[src/rtl/chu_pwm_pkg.sv]
// Shared definitions for the double-buffered PWM slot core: register map,
// CTRL bit positions and the counting-mode / direction encodings.
package chu_pwm_pkg;

    localparam logic [4:0] ADDR_DVSR      = 5'h00;
    localparam logic [4:0] ADDR_CTRL      = 5'h01;
    localparam logic [4:0] ADDR_POL       = 5'h02;
    localparam logic [4:0] ADDR_STATUS    = 5'h03;
    localparam logic [4:0] ADDR_DUTY_BASE = 5'h10;

    localparam int CTRL_EN_BIT   = 0;
    localparam int CTRL_MODE_BIT = 1;

    localparam int MAX_CHANNELS = 16;

    typedef enum logic {
        PWM_EDGE   = 1'b0,
        PWM_CENTER = 1'b1
    } pwm_mode_t;

    typedef enum logic {
        DIR_UP   = 1'b0,
        DIR_DOWN = 1'b1
    } cnt_dir_t;

    // True when addr selects the shadow duty register of channel ch.
    function automatic logic duty_addr_hit(input logic [4:0] addr, input int ch);
        return addr == (ADDR_DUTY_BASE + 5'(ch));
    endfunction

endpackage

[src/rtl/chu_pwm_timebase.sv]
// Prescaler plus R-bit duty counter, counting up (edge-aligned) or up/down
// (center-aligned); flags the tick on which the counter returns to zero.
module chu_pwm_timebase
    import chu_pwm_pkg::*;
#(
    parameter int R = 10
) (
    input  logic         clk,
    input  logic         reset,
    input  logic [31:0]  dvsr,
    input  logic         mode,
    input  logic         en,
    input  logic         restart,
    output logic [R-1:0] d,
    output logic         tick,
    output logic         bnd
);

    localparam logic [R-1:0] D_MAX = '1;
    localparam logic [R-1:0] D_ONE = R'(1);

    logic [31:0]  q_q, q_d;
    logic [R-1:0] d_q, d_d, d_step;
    cnt_dir_t     dir_q, dir_d, dir_step;

    // Counter value and direction that the next tick would produce.
    // NOTE: every output of an always_comb gets a default first, so no path leaves it unassigned and no latch is inferred.
    always_comb begin
        d_step   = d_q;
        dir_step = dir_q;
        if (mode == PWM_CENTER) begin
            if (dir_q == DIR_UP) begin
                if (d_q == D_MAX) begin
                    d_step   = d_q - D_ONE;
                    dir_step = DIR_DOWN;
                end else begin
                    d_step = d_q + D_ONE;
                end
            end else begin
                d_step = d_q - D_ONE;
                if (d_q == D_ONE) begin
                    dir_step = DIR_UP;
                end
            end
        end else begin
            d_step   = d_q + D_ONE;
            dir_step = DIR_UP;
        end
    end

    assign tick = (q_q == '0);

    // '>=' rather than '==' so a DVSR lowered below the running count wraps at once.
    always_comb begin
        q_d   = q_q;
        d_d   = d_q;
        dir_d = dir_q;
        if (!en || restart) begin
            q_d   = '0;
            d_d   = '0;
            dir_d = DIR_UP;
        end else begin
            q_d = (q_q >= dvsr) ? '0 : q_q + 32'd1;
            if (tick) begin
                d_d   = d_step;
                dir_d = dir_step;
            end
        end
    end

    assign bnd = en && !restart && tick && (d_step == '0);
    assign d   = d_q;

    // NOTE: state flops use non-blocking assignments so all of them update from pre-edge values.
    always_ff @(posedge clk or posedge reset) begin
        if (reset) begin
            q_q   <= '0;
            d_q   <= '0;
            dir_q <= DIR_UP;
        end else begin
            q_q   <= q_d;
            d_q   <= d_d;
            dir_q <= dir_d;
        end
    end

endmodule

[src/rtl/chu_io_pwm_dbuf_core.sv]
// MMIO PWM slot: register file, shadow/active duty double buffer, per-channel
// compare with polarity, period status and combinational readback.
module chu_io_pwm_dbuf_core
    import chu_pwm_pkg::*;
#(
    parameter int W = 6,
    parameter int R = 10
) (
    input  logic         clk,
    input  logic         reset,
    input  logic         cs,
    input  logic         read,
    input  logic         write,
    input  logic [4:0]   addr,
    input  logic [31:0]  wr_data,
    output logic [31:0]  rd_data,
    output logic [W-1:0] pwm_out
);

    logic [31:0]  dvsr_q, dvsr_d;
    logic         en_q, en_d;
    pwm_mode_t    mode_q, mode_d;
    logic [W-1:0] pol_q, pol_d;
    logic [W-1:0] pwm_q, pwm_d;
    logic         done_q, done_d;
    logic [15:0]  pcnt_q, pcnt_d;
    logic [R:0]   shadow_q [W];
    logic [R:0]   shadow_d [W];
    logic [R:0]   active_q [W];
    logic [R:0]   active_d [W];

    logic         wr_en;
    logic         wr_ctrl;
    pwm_mode_t    wr_mode;
    logic         restart;
    logic [R-1:0] d;
    logic         tick;
    logic         bnd;
    logic         unused_sig;

    assign wr_en   = cs && write;
    assign wr_ctrl = wr_en && (addr == ADDR_CTRL);
    assign wr_mode = pwm_mode_t'(wr_data[CTRL_MODE_BIT]);

    // A mode change or a fresh enable restarts the period from zero.
    assign restart = wr_ctrl && ((wr_mode != mode_q) || (wr_data[CTRL_EN_BIT] && !en_q));

    // read has no side effects and tick is only needed inside the timebase.
    assign unused_sig = ^{read, tick};

    chu_pwm_timebase #(
        .R (R)
    ) u_timebase (
        .clk     (clk),
        .reset   (reset),
        .dvsr    (dvsr_q),
        .mode    (mode_q),
        .en      (en_q),
        .restart (restart),
        .d       (d),
        .tick    (tick),
        .bnd     (bnd)
    );

    always_comb begin
        dvsr_d   = dvsr_q;
        en_d     = en_q;
        mode_d   = mode_q;
        pol_d    = pol_q;
        shadow_d = shadow_q;
        if (wr_en) begin
            case (addr)
                ADDR_DVSR: dvsr_d = wr_data;
                ADDR_CTRL: begin
                    en_d   = wr_data[CTRL_EN_BIT];
                    mode_d = wr_mode;
                end
                ADDR_POL:  pol_d = wr_data[W-1:0];
                default:   ;
            endcase
        end
        for (int i = 0; i < W; i++) begin
            if (wr_en && duty_addr_hit(addr, i)) begin
                shadow_d[i] = wr_data[R:0];
            end
        end
    end

    // Active duties follow the shadows freely while disabled and only at a
    // period boundary while running; a boundary-cycle shadow write waits a period.
    always_comb begin
        active_d = active_q;
        done_d   = done_q;
        pcnt_d   = pcnt_q;
        if (!en_q || bnd) begin
            active_d = shadow_q;
        end
        if (bnd) begin
            done_d = 1'b1;
            pcnt_d = pcnt_q + 16'd1;
        end else if (wr_en && (addr == ADDR_STATUS)) begin
            done_d = 1'b0;
        end
    end

    always_comb begin
        pwm_d = pol_q;
        if (en_q) begin
            for (int i = 0; i < W; i++) begin
                pwm_d[i] = ({1'b0, d} < active_q[i]) ^ pol_q[i];
            end
        end
    end

    always_comb begin
        rd_data = '0;
        case (addr)
            ADDR_DVSR: rd_data = dvsr_q;
            ADDR_CTRL: begin
                rd_data[CTRL_MODE_BIT] = mode_q;
                rd_data[CTRL_EN_BIT]   = en_q;
            end
            ADDR_POL:  rd_data[W-1:0] = pol_q;
            ADDR_STATUS: begin
                rd_data[31:16] = pcnt_q;
                rd_data[0]     = done_q;
            end
            default: begin
                for (int i = 0; i < W; i++) begin
                    if (duty_addr_hit(addr, i)) begin
                        rd_data[R:0] = shadow_q[i];
                    end
                end
            end
        endcase
    end

    always_ff @(posedge clk or posedge reset) begin
        if (reset) begin
            dvsr_q <= '0;
            en_q   <= 1'b0;
            mode_q <= PWM_EDGE;
            pol_q  <= '0;
            pwm_q  <= '0;
            done_q <= 1'b0;
            pcnt_q <= '0;
            // NOTE: the duty arrays are architectural registers with defined reset values, so they are cleared here rather than left as uninitialised storage.
            for (int i = 0; i < W; i++) begin
                shadow_q[i] <= '0;
                active_q[i] <= '0;
            end
        end else begin
            dvsr_q   <= dvsr_d;
            en_q     <= en_d;
            mode_q   <= mode_d;
            pol_q    <= pol_d;
            pwm_q    <= pwm_d;
            done_q   <= done_d;
            pcnt_q   <= pcnt_d;
            shadow_q <= shadow_d;
            active_q <= active_d;
        end
    end

    assign pwm_out = pwm_q;

endmodule

[config.mk]
export PLATFORM = sky130hd
export DESIGN_NAME = chu_io_pwm_dbuf_core
export DESIGN_NICKNAME = d
export VERILOG_FILES = /design/src/rtl/chu_pwm_pkg.sv /design/src/rtl/chu_pwm_timebase.sv /design/src/rtl/chu_io_pwm_dbuf_core.sv
export SDC_FILE = /design/constraint.sdc
export NUM_CORES = 1
export LEC_CHECK = 0
export CORE_MARGIN = 1
export CORE_UTILIZATION = 25
export DETAILED_ROUTE_END_ITERATION = 6
export RECOVER_POWER = 25
export SYNTH_ARGS = -nofsm -noshare
export SYNTH_HDL_FRONTEND = slang
export SYNTH_HIERARCHICAL = 1
export SYNTH_SLANG_ARGS = --single-unit
[constraint.sdc]
create_clock -name clk -period 11.95 [get_ports clk]
set_clock_uncertainty 0.15 [all_clocks]
set_input_delay 1.7925 -clock clk [delete_from_list [all_inputs] [get_ports clk]]
set_output_delay 1.7925 -clock clk [all_outputs]
set_load 0.01 [all_outputs]
# Word level (Yosys, flattened, before mapping)
# Cells that the tools add are included.
dict set report word_totals {
  regBits 238
  out_inout_bits 38
}
dict set report classes {
  add_sub_neg 4
  eq_ne 12
  magnitude_cmp 7
  muxes 28
  n_reduce_logical 29
  bitwise 6
}
# cell n
set ops {}
lappend ops {{10-bit by 11-bit less-than comparator with 1-bit output} 6}
lappend ops {{11-bit two-way mux} 6}
lappend ops {{32-bit two-way mux} 2}
lappend ops {{10-bit two-way mux} 5}
lappend ops {{32-bit by 1-bit adder with 32-bit output, second input constant} 1}
lappend ops {{32-bit >= comparator} 1}
lappend ops {{32-bit logical NOT} 1}
lappend ops {{16-bit one-hot mux with 2 select lines} 1}
lappend ops {{5-bit == test, second input constant} 6}
lappend ops {{16-bit by 1-bit adder with 16-bit output, second input constant} 1}
lappend ops {{1-bit logical AND} 14}
lappend ops {{4-bit one-hot mux with 3 select lines} 1}
lappend ops {{10-bit by 1-bit adder with 10-bit output, second input constant} 1}
lappend ops {{10-bit by 1-bit == test with 1-bit output, second input constant} 1}
lappend ops {{10-bit == test, second input constant} 1}
lappend ops {{5-bit by 2-bit == test with 1-bit output, second input constant} 2}
lappend ops {{10-bit logical NOT} 1}
lappend ops {{5-bit one-hot mux with 2 select lines} 1}
lappend ops {{10-bit by 1-bit subtractor with 10-bit output, second input constant} 1}
lappend ops {{1-bit two-way mux} 8}
lappend ops {{1-bit one-hot mux with 4 select lines} 2}
lappend ops {{6-bit two-way mux} 1}
lappend ops {{2-bit AND reduction} 3}
lappend ops {{1-bit bitwise XOR} 6}
lappend ops {{9 further kinds} 13}

# Depth between registers and ports, before layout
# Gate-level depths: netlist of run 1.
dict set report depth {
  word_depth 9
  mapped_depth 16
  mapped_depth_nobuf 13
}

# Modules after synthesis
# Netlist of run 1, hierarchy kept.
# mod cells_each seq_area_each_um2 instances area_each_um2
set by_module_without_submodules {}
lappend by_module_without_submodules {chu_io_pwm_dbuf_core 898 4879.7 1 9930.8}
lappend by_module_without_submodules {chu_pwm_timebase 416 1076.0 1 3697.3}

# Worst setup path after synthesis of run 1
# OpenSTA, ideal clock, no wires.
dict set report synth_timing {
  path_type {in2out}
  startpoint {input addr[2]}
  endpoint {output rd_data[18]}
  path_stages 6
  path_buffers 3
  required_ns 10.008
  t_arrival_ns 3.222
  setup_slack_ns 6.786
  path_cell_list {buf_2 or3_1 buf_2 nor2_1 clkbuf_1 a22o_1}
}
dict set report synth_between {
  elab_chain_cells 2
  elab_cells_between_ends 3
}
# element line_no
set synth_rtl {}
lappend synth_rtl {{start: declaration} chu_io_pwm_dbuf_core.sv:14} ;# input logic [4:0] addr,
lappend synth_rtl {{5-bit by 2-bit == test with 1-bit output or 5-bit logical NOT (tied branches)} chu_io_pwm_dbuf_core.sv:117} ;# case (addr)
lappend synth_rtl {{16-bit one-hot mux with 2 select lines *} chu_io_pwm_dbuf_core.sv:117}
lappend synth_rtl {{end: declaration} chu_io_pwm_dbuf_core.sv:16} ;# output logic [31:0] rd_data,
# Every way passes the cells marked *; elsewhere a longest branch is shown, timed or not.

# Final worst setup path of run 1
dict set report layout_timing {
  startpoint {input addr[3]}
  endpoint {output rd_data[1]}
}
dict set report layout_between {
  elab_chain_cells 8
  elab_cells_between_ends 17
}
# element line_no
set layout_rtl {}
lappend layout_rtl {{5-bit == test} chu_pwm_pkg.sv:28} ;# return addr == (ADDR_DUTY_BASE + 5'(ch));
lappend layout_rtl {{11-bit two-way mux (6 in a row)} chu_io_pwm_dbuf_core.sv:130} ;# if (duty_addr_hit(addr, i)) begin
lappend layout_rtl {{1-bit one-hot mux with 4 select lines *} chu_io_pwm_dbuf_core.sv:117}
# Marks and branches as above.

==> results.sh, run 1 <==
export IMPL_syn2layout_area_growth_pct=17.7
export IMPL_cts_resized_gates=0
export IMPL_synth_cells=1314
export IMPL_post_cts_buffers=0
export IMPL_drv_slew=163
export IMPL_cp_arrival_ns=5.35
export IMPL_placementRows=85
export IMPL_finalSetupViolCount=0
export IMPL_crit_buf_inv=2
export IMPL_fill_cells=5581
export IMPL_wl_um=36800
export IMPL_final_util=0.298
export IMPL_cts_tree="done"
export IMPL_ys_flop_type="dfrtp_1"
export IMPL_syn_avg_cell_area_um2=10.4
export IMPL_reg2regPathDepth=9
export IMPL_worst_slack_ns=4.66
export IMPL_hold_end="done_q$_DFFE_PP0P_"
export IMPL_cts_clk_slew_worst_paths_ns=0.06
export IMPL_ys_types=76
export IMPL_num_vias=10300
export IMPL_status="finished with violations"
export IMPL_drtIter0Drc=824
export IMPL_io_buffers=78
export IMPL_dp_slack_ns=4.78
export IMPL_reg2reg_to="active_q[33]$_DFFE_PP0P_"
export IMPL_rsz0062_at_grt="no"
export IMPL_drc=0
export IMPL_setup_tns_ns=0
export IMPL_antenna_found_initial=2
export IMPL_grt_pass1_vias=10300
export IMPL_cts_sinks=238
export IMPL_startpoint="addr[3]"
export IMPL_leakage_nw=7.01
export IMPL_p_switching_mw=0.656
export IMPL_internal_power_mw=1.65
export IMPL_cp_max_fo=13
export IMPL_yosysWarnings=6
export IMPL_final_area_um2=16000
export IMPL_ir_drop_mv=0.0907
export IMPL_core_area_um2=53800
export IMPL_cp_data_required_time_ns=10.01
export IMPL_critPathCaptureType="primary output"
export IMPL_avgViaCountPerCell=4.94
export IMPL_path_common_cell="clkdlybuf4s50_1"
export IMPL_hold_path_depth=1
export IMPL_finalPower_mw=2.30
export IMPL_power_density_nw_per_um2=144
export IMPL_crit_family="simple AND/OR/NAND/NOR gates"
export IMPL_yosysSeqAreaShare=0.437
export IMPL_synth_area_leader_cell="dfrtp_1"
export IMPL_maxCapViolCount=2
export IMPL_r2r_start="u_timebase/d[6]$_DFFE_PP0P_"
export IMPL_drive_above_1_share=0.160
export IMPL_min_from="done_q$_DFFE_PP0P_"
export IMPL_async_reset_ff_frac=1.00
export IMPL_fin_crit_ns=7.29
export IMPL_period_share=0.610
export IMPL_netlist_area_leader_share=0.437
export IMPL_synthesis_nets=1448
export IMPL_grt_pass1_wl_um=58500
export IMPL_cts_buffers=26
export IMPL_hold_viol=0
export IMPL_drt_pass1_iterations=5
export IMPL_critPathKind="input pin to primary output"
export IMPL_grt_max_degree=119
export IMPL_seqPwrFrac=0.426
export IMPL_routedWlPerCell_um=17.6
export IMPL_max_slew_margin=-2.65
export IMPL_clk_latency_ns=0.55
export IMPL_start_util=0.253
export IMPL_nNetsFinal=1505
export IMPL_p_clk_frac=0.399
export IMPL_synth_area_um2=13600
export IMPL_dp_hpwl_um=26100
export IMPL_p_comb_frac=0.176
export IMPL_worst_pin_slew_ns=5.44
export IMPL_die_w_um=235
export IMPL_cp_slowest_cell="nor2b_1"
export IMPL_track_usage=0.132
export IMPL_placed_cell_area_um2=15100
export IMPL_r2r_slack_ns=6.75
export IMPL_antenna_left=0
export IMPL_ios=80
export IMPL_synth_edff_count=0
export IMPL_swShare=0.285
export IMPL_ctsHoldBuffers=0
export IMPL_crit_path_max_incr_delay_ns=0.83
export IMPL_root_buffer="clkbuf_16"
export IMPL_place_gp_congestion=0.873
export IMPL_fmax_ghz=0.137
export IMPL_die_area_um2=55500
export IMPL_die_height_um=235
export IMPL_clk_path_buf_depth=3
export IMPL_yosys_top_cells_area="dfrtp_1 (44%), ha_1 (8.4%), mux2_2 (7.4%)"
export IMPL_cp_cell_sequence="clkdlybuf4s50_1, nor3b_2, nor2b_1, a22oi_1, a22o_1, o21ai_0, clkdlybuf4s50_1"
export IMPL_violations="max-capacitance violations, max-slew violations"
export IMPL_ys_ff_latch=238
export IMPL_start_kind="input pin"
export IMPL_hold_class="register to register"
export IMPL_ctsHtreeMaxLevel=1
export IMPL_overflow=0
## layout make-up
type                       count  area [um2]  share of cell area
antenna                        1        2.50            0.000156
clock buffer                  32         734              0.0458
clock inverter                16         241              0.0150
inverter                     102         384              0.0239
multi-input combinational    915        7000               0.436
sequential                   238        5960               0.371
tap                          696         871              0.0543
timing repair buffer          88         856              0.0533
## cells in the mapped netlist (all sizes together) (4+ instances only)
| library cell | instances |
|---|---|
| ha | 92 |
| a22o | 17 |
| o311ai | 4 |
| a211oi | 44 |
| and2 | 8 |
| or3 | 4 |
| o22ai | 6 |
| inv | 102 |
| a22oi | 13 |
| dfrtp | 238 |
| a21boi | 5 |
| a221oi | 8 |
| nor2 | 62 |
| nor3 | 29 |
| o21ai | 99 |
| a311oi | 5 |
| nor4 | 15 |
| a21o | 10 |
| nand2b | 15 |
| nand3 | 46 |
| a21oi | 27 |
| nand2 | 114 |
| mux2 | 119 |
| clkbuf | 33 |
| or4 | 5 |
| nor2b | 17 |
| and3 | 9 |
| buf | 26 |
| xnor2 | 27 |
| mux2i | 12 |
| xor2 | 32 |
| nand4 | 25 |
| o21a | 12 |
## kinds of logic (layout without fill, tap and decap cells)
| kind of cell | Yosys count | count (layout) | share of synthesized area |
|---|---|---|---|
| simple gates | 367 | 367 | 0.142 |
| compound gates | 264 | 264 | 0.129 |
| flops | 238 | 238 | 0.437 |
| buf+inv | 161 | 238 | 0.0507 |
| mux | 133 | 133 | 0.119 |
| fa+ha+maj | 92 | 92 | 0.0845 |
| xor+xnor | 59 | 59 | 0.0379 |
| other cells | 0 | 1 | 0 |
## placed cells by master, fill, tap and decap left out, types with 30 or more instances in the layout
cell | netlist | routed
o21ai_0 | 94 | 94
clkdlybuf4s50_1 | 0 | 77
nand3_1 | 42 | 42
nand2_1 | 113 | 113
inv_1 | 102 | 101
dfrtp_1 | 238 | 238
mux2_4 | 30 | 30
nor2_1 | 61 | 60
ha_1 | 92 | 92
mux2_2 | 89 | 89
xor2_1 | 32 | 32
a211oi_1 | 34 | 34
## worst register-to-register path, cell delays in order (launching register included)
cell and delay (ns):
dfrtp_1 0.85, nand3_1 0.39, o311ai_0 0.78, a21boi_1 0.34, mux2i_1 0.13, o22ai_1 0.20, and4b_1 0.58, nand2b_4 0.57
buf_4 0.63, mux2_2 0.44
## sequential cells by signal, summed over array words and instances, names as in the netlist
register and count:
u_timebase/d 10, done_q 1, en_q 1, u_timebase/dir_q 1, dvsr_q 32, pwm_out 6, pol_q 6, shadow_q 66
mode_q 1, pcnt_q 16, u_timebase/q_q 32, active_q 66
## worst max path at each step
stage,end,slack [ns],cells past startpoint
global route,rd_data[1],4.59,7
floorplan,active_q[0]$_DFFE_PP0P_,4.70,1
finish,rd_data[1],4.66,7
detailed placement,rd_data[1],4.78,7
global placement,rd_data[1],4.81,7
CTS,rd_data[1],4.77,7
## power by group through the flow
stage	registers, mW	clock network, mW	logic (mW)
CTS	0.981	0.938	0.406
detailed placement	0.995	0	0.403
finish	0.981	0.919	0.405
floorplan	0.969	0	0.278
global route	0.994	0.972	0.451
global placement	0.993	0	0.392
## per-layer routing
metal / wire [um] / track usage
met5: 63 / 0.00606
met4: 494 / 0.0259
met1: 17700 / 0.187
met2: 16000 / 0.200
met3: 2570 / 0.0344
## through the flow
step / hold WS [ns] / cells
after floorplan: 0.292 / 1314
after global routing: 0.377 / 2087
after global placement: 0.314 / 2039
final: 0.335 / 2088
after detailed placement: 0.317 / 2039
after CTS: 0.325 / 2087
(Power assumes the default switching activity.)
==> run 2, diff against run 1 <==
==> constraint.sdc (replaced) <==
create_clock -name clk -period 7.5 [get_ports clk]
set_clock_uncertainty 0.15 [all_clocks]
set_input_delay 1.125 -clock clk [delete_from_list [all_inputs] [get_ports clk]]
set_output_delay 1.125 -clock clk [all_outputs]
set_load 0.01 [all_outputs]
==> run 2 against run 1 <==
Net effect:
- the run still ends with max-capacitance violations, max-slew violations left
- core utilization up 0.088 points
- largest cell class unchanged
- clock power up 55%
- setup slack worse by 2.9 ns
- critical endpoint is now rd_data[6]
==> results.sh, run 2 (synthesized netlist as in run 1, its figures left out) <==
export IMPL_status="finished with violations"
export IMPL_violations="max-capacitance violations, max-slew violations"
export IMPL_track_usage=0.134
export IMPL_io_buffers=78
export IMPL_hold_path_depth=1
export IMPL_crit_family="buffers and inverters"
export IMPL_finalSetupViolCount=0
export IMPL_path_common_cell="clkdlybuf4s50_1"
export IMPL_place_gp_congestion=0.878
export IMPL_crit_path_max_incr_delay_ns=1.00
export IMPL_fmax_ghz=0.173
export IMPL_p_clk_frac=0.390
export IMPL_critPathCaptureType="primary output"
export IMPL_seqPwrFrac=0.431
export IMPL_crit_buf_inv=2
export IMPL_hold_slack_ns=0.337
export IMPL_ios=80
export IMPL_power_density_nw_per_um2=226
export IMPL_wl_um=37100
export IMPL_finalNonFillerCells=2096
export IMPL_hold_viol=0
export IMPL_drt_pass1_iterations=5
export IMPL_syn2layout_area_growth_pct=18.1
export IMPL_cts_resized_gates=0
export IMPL_start_kind="input pin"
export IMPL_die_w_um=235
export IMPL_cts_buffers=27
export IMPL_clk_path_buf_depth=3
export IMPL_min_from="pcnt_q[15]$_DFFE_PP0P_"
export IMPL_max_slew_margin=-0.132
export IMPL_cp_arrival_ns=4.49
export IMPL_avgViaCountPerCell=4.93
export IMPL_clk_latency_ns=0.55
export IMPL_ir_drop_mv=0.177
export IMPL_worst_pin_slew_ns=1.70
export IMPL_final_cell_mix="dfrtp_1 (238), nand2_1 (113), inv_1 (101)"
export IMPL_cp_cell_sequence="clkdlybuf4s50_1, nand2b_1, nor3_1, a22oi_1, nand3_1, clkdlybuf4s50_1"
export IMPL_cp_slowest_cell="nor3_1"
export IMPL_r2r_start="u_timebase/q_q[30]$_DFF_PP0_"
export IMPL_cts_tree="done"
export IMPL_p_switching_mw=1.03
export IMPL_cts_sinks=238
export IMPL_p_comb_frac=0.179
export IMPL_drtIter0Drc=813
export IMPL_ctsHoldBuffers=0
export IMPL_post_cts_buffers=0
export IMPL_top_regs="active_q: 66 flops, shadow_q: 66 flops"
export IMPL_antenna_left=0
export IMPL_grt_max_degree=128
export IMPL_drv_slew=44
export IMPL_layout_commonest_cell="dfrtp_1"
export IMPL_reg2regPathDepth=8
export IMPL_drc=0
export IMPL_hold_end="pcnt_q[15]$_DFFE_PP0P_"
export IMPL_rsz0062_at_grt="no"
export IMPL_die_area_um2=55500
export IMPL_reg2reg_to="active_q[55]$_DFFE_PP0P_"
export IMPL_grt_pass1_wl_um=59700
export IMPL_die_height_um=235
export IMPL_cts_clk_slew_worst_paths_ns=0.06
export IMPL_maxCapViolCount=1
export IMPL_dp_hpwl_um=26700
export IMPL_period_share=0.769
export IMPL_internal_power_mw=2.60
export IMPL_hold_class="register to register"
export IMPL_fin_crit_ns=5.77
export IMPL_setup_tns_ns=0
export IMPL_critPathKind="input pin to primary output"
export IMPL_root_buffer="clkbuf_16"
export IMPL_overflow=0
export IMPL_num_vias=10300
export IMPL_swShare=0.284
export IMPL_cp_data_required_time_ns=6.22
export IMPL_start_util=0.253
export IMPL_placementRows=85
export IMPL_routedWlPerCell_um=17.7
export IMPL_ctsHtreeMaxLevel=1
export IMPL_cp_max_fo=11
export IMPL_leakage_nw=7.03
export IMPL_nNetsFinal=1514
export IMPL_drive_above_1_share=0.161
export IMPL_r2r_slack_ns=2.82
export IMPL_post_place_cells=2047
export IMPL_antenna_found_initial=4
export IMPL_core_area_um2=53800
export IMPL_grt_pass1_vias=10500
export IMPL_final_util=0.299
run 2: power by group through the flow:
stage               clock network [mW]  registers (mW)  logic [mW]
floorplan                            0            1.54       0.442
global placement                     0            1.58       0.632
detailed placement                   0            1.59       0.650
CTS                               1.45            1.57       0.655
global route                      1.51            1.59       0.728
finish                            1.42            1.57       0.652
run 2: per-layer routing:
layer | vias to the layer above | GRT usage | part of all wire
li1 | 4796 | - | -
met1 | 5184 | 0.187 | 0.47
met2 | 287 | 0.210 | 0.45
met3 | 54 | 0.0325 | 0.067
met4 | 4 | 0.0265 | 0.017
met5 | - | 0 | 0.00073
run 2: worst max-delay path by stage:
stage                       start                        to  slack (ns)  cells past startpoint
after detailed placement  addr[0]  active_q[65]$_DFFE_PP0P_        1.83                     11
final                     addr[0]                rd_data[6]        1.73                      6
after CTS                 addr[0]                rd_data[9]        1.87                      6
after floorplan             reset   active_q[0]$_DFFE_PP0P_        0.91                      1
after global placement    addr[0]                rd_data[9]        1.88                      6
after global routing      addr[0]                rd_data[6]        1.64                      6
run 2: worst register-to-register path, delay by kind of cell, from the launching register on:
family	cells	cell delay, ns
simple gates	5	3.07
flops	1	0.45
mux	1	0.45
compound gates	2	0.45
run 2: layout make-up:
class                      count  area, um2
inverter                     102        390
timing repair buffer          96        928
sequential                   238       5960
multi-input combinational    915       7000
fill                        5536      37700
clock buffer                  37        753
tap                          696        871
clock inverter                11        191
antenna                        1       2.50
run 2: per-stage QoR:
| step | worst slack (ns) | cell area, um2 | power [mW] |
|---|---|---|---|
| after floorplan | 0.913 | 13600 | 1.99 |
| after global placement | 1.88 | 15100 | 2.21 |
| after detailed placement | 1.83 | 15100 | 2.24 |
| after CTS | 1.87 | 16100 | 3.67 |
| after global routing | 1.64 | 16100 | 3.82 |
| final | 1.73 | 16100 | 3.64 |
==> run 3, diff against run 2 <==
==> constraint.sdc (replaced) <==
create_clock -name clk -period 5.3 [get_ports clk]
set_clock_uncertainty 0.15 [all_clocks]
set_input_delay 0.795 -clock clk [delete_from_list [all_inputs] [get_ports clk]]
set_output_delay 0.795 -clock clk [all_outputs]
set_load 0.01 [all_outputs]
==> run 3 against run 2 <==
Net effect:
- the run still ends with max-capacitance violations, max-slew violations left
- setup slack got worse by 0.98 ns
- sequential power is 41% higher
- critical path depth is 2 higher
- non-clock buffer count up 16
- wire length is 0.94% higher
- core utilization increased by 0.24 points
- flip-flop and latch count is the same
- hold slack gained 0.0014 ns
- first-iteration DRC count up 2.6%
- critical path type unchanged
==> results.sh, run 3 (synthesized netlist as in run 1, its figures left out) <==
export IMPL_hold_end="pcnt_q[15]$_DFFE_PP0P_"
export IMPL_overflow=0
export IMPL_die_w_um=235
export IMPL_root_buffer="clkbuf_16"
export IMPL_cts_clk_slew_worst_paths_ns=0.06
export IMPL_clk_path_buf_depth=3
export IMPL_worst_slack_ns=0.755
export IMPL_cp_cell_sequence="clkdlybuf4s50_1, buf_4, nand2b_1, nor3_1, buf_4, a221oi_1, o21ai_0, clkdlybuf4s50_1"
export IMPL_drive_above_1_share=0.172
export IMPL_top_regs="active_q: 66 flops, shadow_q: 66 flops"
export IMPL_worst_pin_slew_ns=2.52
export IMPL_dp_slack_ns=0.817
export IMPL_power_density_nw_per_um2=317
export IMPL_hold_viol=0
export IMPL_crit_family="buffers and inverters"
export IMPL_drc=0
export IMPL_grt_pass1_vias=10600
export IMPL_final_util=0.301
export IMPL_track_usage=0.134
export IMPL_cp_max_fo=27
export IMPL_ir_drop_mv=0.206
export IMPL_place_gp_congestion=0.833
export IMPL_post_place_cells=2063
export IMPL_critPathKind="input pin to primary output"
export IMPL_wl_um=37400
export IMPL_cts_resized_gates=0
export IMPL_cp_arrival_ns=3.60
export IMPL_final_area_um2=16200
export IMPL_antenna_left=0
export IMPL_avgViaCountPerCell=4.91
export IMPL_finalNonFillerCells=2113
export IMPL_start_util=0.253
export IMPL_post_cts_buffers=0
export IMPL_placementRows=85
export IMPL_hold_class="register to register"
export IMPL_cp_slowest_cell="clkdlybuf4s50_1"
export IMPL_placed_cell_area_um2=15300
export IMPL_cts_tree="done"
export IMPL_antenna_found_initial=4
export IMPL_die_height_um=235
export IMPL_r2r_start="u_timebase/d[6]$_DFFE_PP0P_"
export IMPL_core_area_um2=53800
export IMPL_clk_latency_ns=0.54
export IMPL_crit_buf_inv=4
export IMPL_crit_cells=8
export IMPL_maxCapViolCount=2
export IMPL_routedWlPerCell_um=17.7
export IMPL_min_from="pcnt_q[15]$_DFFE_PP0P_"
export IMPL_violations="max-capacitance violations, max-slew violations"
export IMPL_layout_commonest_cell="dfrtp_1"
export IMPL_io_buffers=78
export IMPL_ctsHtreeMaxLevel=1
export IMPL_fin_crit_ns=4.54
export IMPL_max_slew_margin=-0.680
export IMPL_dp_hpwl_um=26900
export IMPL_r2r_slack_ns=0.82
export IMPL_ctsHoldBuffers=0
export IMPL_grt_max_degree=99
export IMPL_cp_data_required_time_ns=4.36
export IMPL_status="finished with violations"
export IMPL_cts_buffers=27
export IMPL_critPathCaptureType="primary output"
export IMPL_hold_path_depth=1
export IMPL_cts_sinks=238
export IMPL_rsz0062_at_grt="no"
export IMPL_start_kind="input pin"
export IMPL_finalSetupViolCount=0
export IMPL_fmax_ghz=0.220
export IMPL_num_vias=10400
export IMPL_final_cell_mix="dfrtp_1 (238), nand2_1 (113), inv_1 (100)"
export IMPL_drtIter0Drc=834
export IMPL_die_area_um2=55500
export IMPL_crit_path_max_incr_delay_ns=0.60
export IMPL_reg2regPathDepth=11
export IMPL_setup_tns_ns=0
export IMPL_nNetsFinal=1530
export IMPL_ios=80
export IMPL_leakage_nw=7.13
export IMPL_grt_pass1_wl_um=59300
export IMPL_drv_slew=143
export IMPL_drt_pass1_iterations=5
export IMPL_reg2reg_to="pcnt_q[15]$_DFFE_PP0P_"
export IMPL_period_share=0.858
export IMPL_syn2layout_area_growth_pct=19.1
run 3: metrics by stage:
step,hold WS [ns],power [mW]
final,0.339,5.15
after global routing,0.356,5.40
after CTS,0.335,5.20
after detailed placement,0.323,3.18
after global placement,0.309,3.15
after floorplan,0.292,2.81
run 3: final cells by class:
| class | instances | area [um2] |
|---|---|---|
| Tap cell | 696 | 871 |
| Clock inverter | 12 | 165 |
| Timing Repair Buffer | 112 | 1050 |
| Clock buffer | 37 | 793 |
| Antenna cell | 1 | 2.50 |
| Inverter | 102 | 384 |
| Multi-Input combinational cell | 915 | 7000 |
| Fill cell | 5581 | 37600 |
| Sequential cell | 238 | 5960 |
run 3: where the power goes:
part	switching (mW)	internal (mW)	total, mW
combinational	0.519	0.414	0.933
clock	0.766	1.24	2.00
sequential	0.173	2.04	2.21
total	1.46	3.69	5.15
run 3: worst max path at each step:
| stage | startpoint | slack, ns | to |
|---|---|---|---|
| floorplan | addr[2] | 1.75 | pcnt_q[12]$_DFFE_PP0P_ |
| global placement | addr[0] | 0.82 | rd_data[9] |
| detailed placement | addr[0] | 0.82 | rd_data[9] |
| CTS | addr[0] | 0.78 | rd_data[9] |
| global route | u_timebase/d[6]$_DFFE_PP0P_ | 0.54 | pcnt_q[15]$_DFFE_PP0P_ |
| finish | addr[0] | 0.76 | rd_data[9] |
run 3: routing by layer:
layer	up-vias	GRT usage	part of all wire
li1	4863	-	-
met1	5201	0.186	0.47
met2	245	0.208	0.44
met3	58	0.0322	0.061
met4	6	0.0333	0.022
met5	-	0	0.0011
